$ cat config.mk
export PLATFORM = sky130hd
export DESIGN_NAME = muldiv_unit
export DESIGN_NICKNAME = d
export VERILOG_FILES = /design/src/rtl/muldiv_unit.sv
export SDC_FILE = /design/constraint.sdc
export NUM_CORES = 2
export LEC_CHECK = 0
export BUFFER_PORTS_ARGS = -buffer_cell sky130_fd_sc_hd__buf_2
export CORE_UTILIZATION = 60
export CTS_CLUSTER_DIAMETER = 80
export DETAILED_ROUTE_END_ITERATION = 10
export PLACE_DENSITY = 0.77
export SLEW_MARGIN = 25
export SYNTH_ARGS = -nofsm -noshare
export SYNTH_HDL_FRONTEND = slang
export SYNTH_SLANG_ARGS = --single-unit
$ cat constraint.sdc
create_clock -name clk -period 15.3 [get_ports clk]
set_input_delay 1.53 -clock clk [delete_from_list [all_inputs] [get_ports clk]]
set_output_delay 1.53 -clock clk [all_outputs]
set_load 0.02 [all_outputs]
$ cat src/rtl/muldiv_unit.sv
// rtl/muldiv_unit.sv - multi-cycle RV32M multiply/divide unit; optional MULDIV_EARLY_OUT_EN divide early-out
module muldiv_unit #(
    parameter int D_WIDTH  = 32,
    parameter int DIV_BITS = 1,
    parameter int MUL_LAT  = 2
) (
    input  logic               clk,
    input  logic               rst,
    input  logic               start_e,
    input  logic               flush_e,
    input  logic               is_div_e,
    input  logic [1:0]         mul_ctrl_e,
    input  logic [1:0]         div_ctrl_e,
    input  logic [D_WIDTH-1:0] op_a_e,
    input  logic [D_WIDTH-1:0] op_b_e,
    output logic [D_WIDTH-1:0] result_e,
    output logic               done_e,
    output logic               busy_e,
    output logic               stall_e
);
    localparam int W       = D_WIDTH;
    localparam int DIV_CYC = W / DIV_BITS;
    localparam int CNT_W   = $clog2(DIV_CYC + MUL_LAT + 1);

    typedef enum logic [1:0] {S_IDLE, S_MUL, S_DIV, S_DONE} state_t;
    state_t state, state_nx;

    // a_q/b_q hold multiply operands, or the dividend shift register and divisor magnitude
    logic [W-1:0]     a_q, a_nx, b_q, b_nx, rem_q, rem_nx, result_nx;
    logic [1:0]       ctrl_q, ctrl_nx;
    logic             q_neg_q, q_neg_nx, r_neg_q, r_neg_nx;
    logic [CNT_W-1:0] cnt_q, cnt_nx;

    logic             accept, a_sgn, b_sgn, sgn, na, nb, div_zero, ovf, early;
    logic [1:0]       mc;
    logic [W-1:0]     mul_x, mul_y, mul_res, mag_a, mag_b, spec_res, div_res;
    logic [W-1:0]     step_q, step_r, quot, remv;
    logic [W:0]       trial;
    logic [2*W-1:0]   mx, my, prod;

    assign done_e  = (state == S_DONE);
    assign busy_e  = (state != S_IDLE);
    assign stall_e = (start_e & (state == S_IDLE) & ~flush_e) | (busy_e & ~done_e);

    always_comb begin
        accept = start_e & (state == S_IDLE) & ~flush_e;

        // MUL_LAT=1 multiplies straight from the input ports in the accept cycle
        mc    = (state == S_IDLE) ? mul_ctrl_e : ctrl_q;
        mul_x = (state == S_IDLE) ? op_a_e : a_q;
        mul_y = (state == S_IDLE) ? op_b_e : b_q;
        a_sgn = (mc == 2'b01) || (mc == 2'b10);
        b_sgn = (mc == 2'b01);
        mx    = {{W{a_sgn & mul_x[W-1]}}, mul_x};
        my    = {{W{b_sgn & mul_y[W-1]}}, mul_y};
        prod  = mx * my;
        mul_res = (mc == 2'b00) ? prod[W-1:0] : prod[2*W-1:W];

        sgn      = ~div_ctrl_e[0];
        na       = sgn & op_a_e[W-1];
        nb       = sgn & op_b_e[W-1];
        mag_a    = na ? -op_a_e : op_a_e;
        mag_b    = nb ? -op_b_e : op_b_e;
        div_zero = (op_b_e == '0);
        ovf      = sgn && (op_a_e == {1'b1, {(W-1){1'b0}}}) && (op_b_e == {W{1'b1}});
`ifdef MULDIV_EARLY_OUT_EN
        early    = (mag_b > mag_a);
`else
        early    = 1'b0;
`endif
        if (div_zero)  spec_res = div_ctrl_e[1] ? op_a_e : {W{1'b1}};
        else if (ovf)  spec_res = div_ctrl_e[1] ? '0 : {1'b1, {(W-1){1'b0}}};
        else           spec_res = div_ctrl_e[1] ? op_a_e : '0;

        step_q = a_q;
        step_r = rem_q;
        trial  = '0;
        for (int i = 0; i < DIV_BITS; i++) begin
            trial  = {step_r, step_q[W-1]};
            step_q = {step_q[W-2:0], 1'b0};
            if (trial >= {1'b0, b_q}) begin
                trial     = trial - {1'b0, b_q};
                step_q[0] = 1'b1;
            end
            step_r = trial[W-1:0];
        end
        quot    = q_neg_q ? -step_q : step_q;
        remv    = r_neg_q ? -step_r : step_r;
        div_res = ctrl_q[1] ? remv : quot;
    end

    always_comb begin
        state_nx  = state;
        a_nx      = a_q;
        b_nx      = b_q;
        rem_nx    = rem_q;
        ctrl_nx   = ctrl_q;
        q_neg_nx  = q_neg_q;
        r_neg_nx  = r_neg_q;
        cnt_nx    = cnt_q;
        result_nx = result_e;
        case (state)
            S_IDLE: begin
                if (accept && !is_div_e) begin
                    a_nx    = op_a_e;
                    b_nx    = op_b_e;
                    ctrl_nx = mul_ctrl_e;
                    if (MUL_LAT == 1) begin
                        state_nx  = S_DONE;
                        result_nx = mul_res;
                    end else begin
                        state_nx = S_MUL;
                        cnt_nx   = CNT_W'(MUL_LAT - 1);
                    end
                end else if (accept && (div_zero || ovf || early)) begin
                    state_nx  = S_DONE;
                    result_nx = spec_res;
                end else if (accept) begin
                    state_nx = S_DIV;
                    a_nx     = mag_a;
                    b_nx     = mag_b;
                    rem_nx   = '0;
                    ctrl_nx  = div_ctrl_e;
                    q_neg_nx = na ^ nb;
                    r_neg_nx = na;
                    cnt_nx   = CNT_W'(DIV_CYC);
                end
            end
            S_MUL: begin
                if (cnt_q == CNT_W'(1)) begin
                    state_nx  = S_DONE;
                    result_nx = mul_res;
                end else begin
                    cnt_nx = cnt_q - CNT_W'(1);
                end
            end
            S_DIV: begin
                a_nx   = step_q;
                rem_nx = step_r;
                cnt_nx = cnt_q - CNT_W'(1);
                if (cnt_q == CNT_W'(1)) begin
                    state_nx  = S_DONE;
                    result_nx = div_res;
                end
            end
            default: state_nx = S_IDLE;
        endcase
        if (flush_e) begin
            state_nx  = S_IDLE;
            result_nx = result_e;
        end
    end

    always_ff @(posedge clk) begin
        if (rst) begin
            state    <= S_IDLE;
            a_q      <= '0;
            b_q      <= '0;
            rem_q    <= '0;
            ctrl_q   <= '0;
            q_neg_q  <= 1'b0;
            r_neg_q  <= 1'b0;
            cnt_q    <= '0;
            result_e <= '0;
        end else begin
            state    <= state_nx;
            a_q      <= a_nx;
            b_q      <= b_nx;
            rem_q    <= rem_nx;
            ctrl_q   <= ctrl_nx;
            q_neg_q  <= q_neg_nx;
            r_neg_q  <= r_neg_nx;
            cnt_q    <= cnt_nx;
            result_e <= result_nx;
        end
    end
endmodule

==> metrics.yaml <==
ys_warn_count: 0
crit_type: "flop to flop"
cts_buffer_depth: 2
syn_area_mm2: 0.05124
nets: 7578
max_freq_ghz: 0.08803
wire_per_inst_um: 24.74
die_w_um: 294.2
drtPass1Iterations: 6
synth_edf_count: 0
grtUsageTotal: 0.4287
grt_pass1_wl_um: 275000
finalHoldViolCount: 0
fin_ws_ns: 3.940
cts_setup_buffers: 0
vias_per_cell: 6.191
cts_resized: 0
io_buffers: 107
cp.arrival_ns: 11.66
worst-slew-pin-transition_ns: 1.170
tritoncts: "done"
crit_path_top_delay_cell: "buf_4"
slowest_delay_ns: 0.81
synthCells: 6232
grt_setup_unrepaired: "false"
period_share: 0.7425
gp_congestion: 1.117
drtAntennaViolNets: 0
setup_violations: 0
synth_top_area_frac: 0.4399
htreeDepth: 4
pre_cts_ws_ns: 4.059
crit_fanout: 68
syn_avg_cell_area_um2: 8.222
cts_root_buf: "clkbuf_16"
slew_headroom: 0.2120
fin_util: 0.6353
hpwl_um: 141700
drc: 0
finalMaxSlewViolations: 0
async_flop_share: 0
end_kind: "flop"
run_status: "finished clean"
layout_commonest_cell: "inv_1"
grt_pass1_vias: 45939
period_needed_ns: 11.36
required_ns: 15.60
initial_core_util: 0.6094
crit_path_start_kind: "flop"
insertion_delay_ns: 0.47
fin_tns_setup_ns: 0
crit_path_frequent_cell: "fa_1"
die_h_um: 294.2
cts_hold_buf: 0
yosysSeqAreaShare: 0.05470
max_cap_violations: 0
ios: 108
hold_path_class: "flop to flop"
vias: 45060
synth-seq-cells: 140
die-area_mm2: 0.08657
drive_gt1_frac: 0.06146
final_cell_mix: "inv_1, fa_1, nand2_1"
first_iter_violations: 5676
skew_ns: 0.01221
antenna_found_initial: 18
overflow: 0
yosys.area.top_type: "fa_1"
nFillCells: 7322
area_growth_syn_to_layout_pct: 4.261
grt_max_degree: 83
cts_num_sinks: 140
syn_nets: 7689
rows: 106
routed_wirelength_um: 180100
clk_pin_slew_ns: 0.07
coreArea_mm2: 0.08409
synth_top_flop_cell: "dfxtp_1"
numCtsBuffers: 17
synth.distinct_cells: 108
ys_top_cells_by_area: "fa_1, inv_1, nand2_1"
## worst paths after layout
kind	start	to	slack, ns	cells past startpoint
setup / recovery	state[0]	result_e[9]	3.94	29
hold / removal	b_q[25]	b_q[25]	0.47	2
setup reg to reg	state[0]	result_e[9]	3.94	29
hold reg to reg	b_q[25]	b_q[25]	0.47	2
## layer usage
layer | up-vias | share of wire | track usage
met5 | - | 0.00017 | 0
met4 | 4 | 0.076 | 0.2579
met3 | 642 | 0.12 | 0.1018
met2 | 3000 | 0.44 | 0.6533
met1 | 22448 | 0.36 | 0.5566
li1 | 18966 | - | -
## stage by stage
stage | cell area [um^2] | std cells | hold WS, ns
6_report | 53420 | 7278 | 0.4712
2_1_floorplan | 51240 | 6232 | 0.4316
3_5_place_dp | 52790 | 7236 | 0.4515
5_1_grt | 53410 | 7272 | 0.4971
3_3_place_gp | 52770 | 7235 | 0.4412
4_1_cts | 53390 | 7268 | 0.4614
## worst max-delay path: cells and delay by family, from the launching register on
| kind | cells | cell delay, ns |
|---|---|---|
| adders and majority gates | 10 | 4.55 |
| AOI/OAI and AO/OA | 7 | 3.08 |
| buffers and inverters | 7 | 1.98 |
| and+or+nand+nor | 4 | 0.91 |
| DFF | 1 | 0.34 |
| xor gates and xnor gates | 1 | 0.31 |
## sequential cells by signal (all words and copies together) (netlist names)
register	cells
r_neg_q	1
rem_q	32
a_q	32
state	2
result_e	32
cnt_q	6
q_neg_q	1
ctrl_q	2
b_q	32
## logic make-up (layout without fill, tap and decap cells)
logic type	count (synthesis)	in the layout	synth area share
flip-flops	140	140	0.05470
other	0	10	0
adder cells (fa/ha/maj)	1384	1384	0.5029
AO/OA/AOI/OAI	858	858	0.1085
buffers and inverters	1614	1516	0.1209
multiplexers	90	90	0.01853
XOR/XNOR	188	188	0.03214
AND/OR/NAND/NOR	1958	1958	0.1624
## synthesized netlist by cell type, types with 7 or more instances
library cell / n
o21bai_1: 18
nand2_1: 1000
o31a_1: 7
nor3_1: 66
nand4_1: 35
a22oi_1: 9
a211o_1: 7
a21oi_1: 259
o21ai_1: 26
nor3b_1: 11
mux2_2: 39
o31ai_1: 35
nand3_1: 64
buf_1: 11
buf_6: 11
nor2_1: 569
a21boi_0: 19
nand3b_1: 7
a31oi_1: 28
or2_2: 9
nor4_1: 22
clkbuf_1: 288
dfxtp_1: 140
o21ai_0: 178
a221oi_1: 14
xor2_1: 81
a21boi_1: 9
inv_1: 1270
a21o_1: 29
nand2b_1: 20
or3_1: 29
fa_1: 1126
a211oi_1: 58
and3_1: 23
mux2i_1: 51
and2_1: 46
or4_1: 10
a2111oi_0: 14
o211ai_1: 20
buf_2: 24
xnor2_1: 107
a311oi_1: 19
ha_1: 258
o21a_1: 18
o41ai_1: 16
## area by class of cell
class	count	area, um^2	share of cell area
inverters	1275	4786	0.08958
clock buffers	20	436.7	0.008174
multi-input cells	4478	42480	0.7953
flip-flops and latches	140	2803	0.05246
well taps	1134	1419	0.02656
repair buffers	209	1306	0.02445
clock inverters	12	162.7	0.003045
diodes	10	25.02	0.0004684
Power is not shown: default switching activity piles up to over one toggle a cycle in this logic, so the estimate is an artifact.
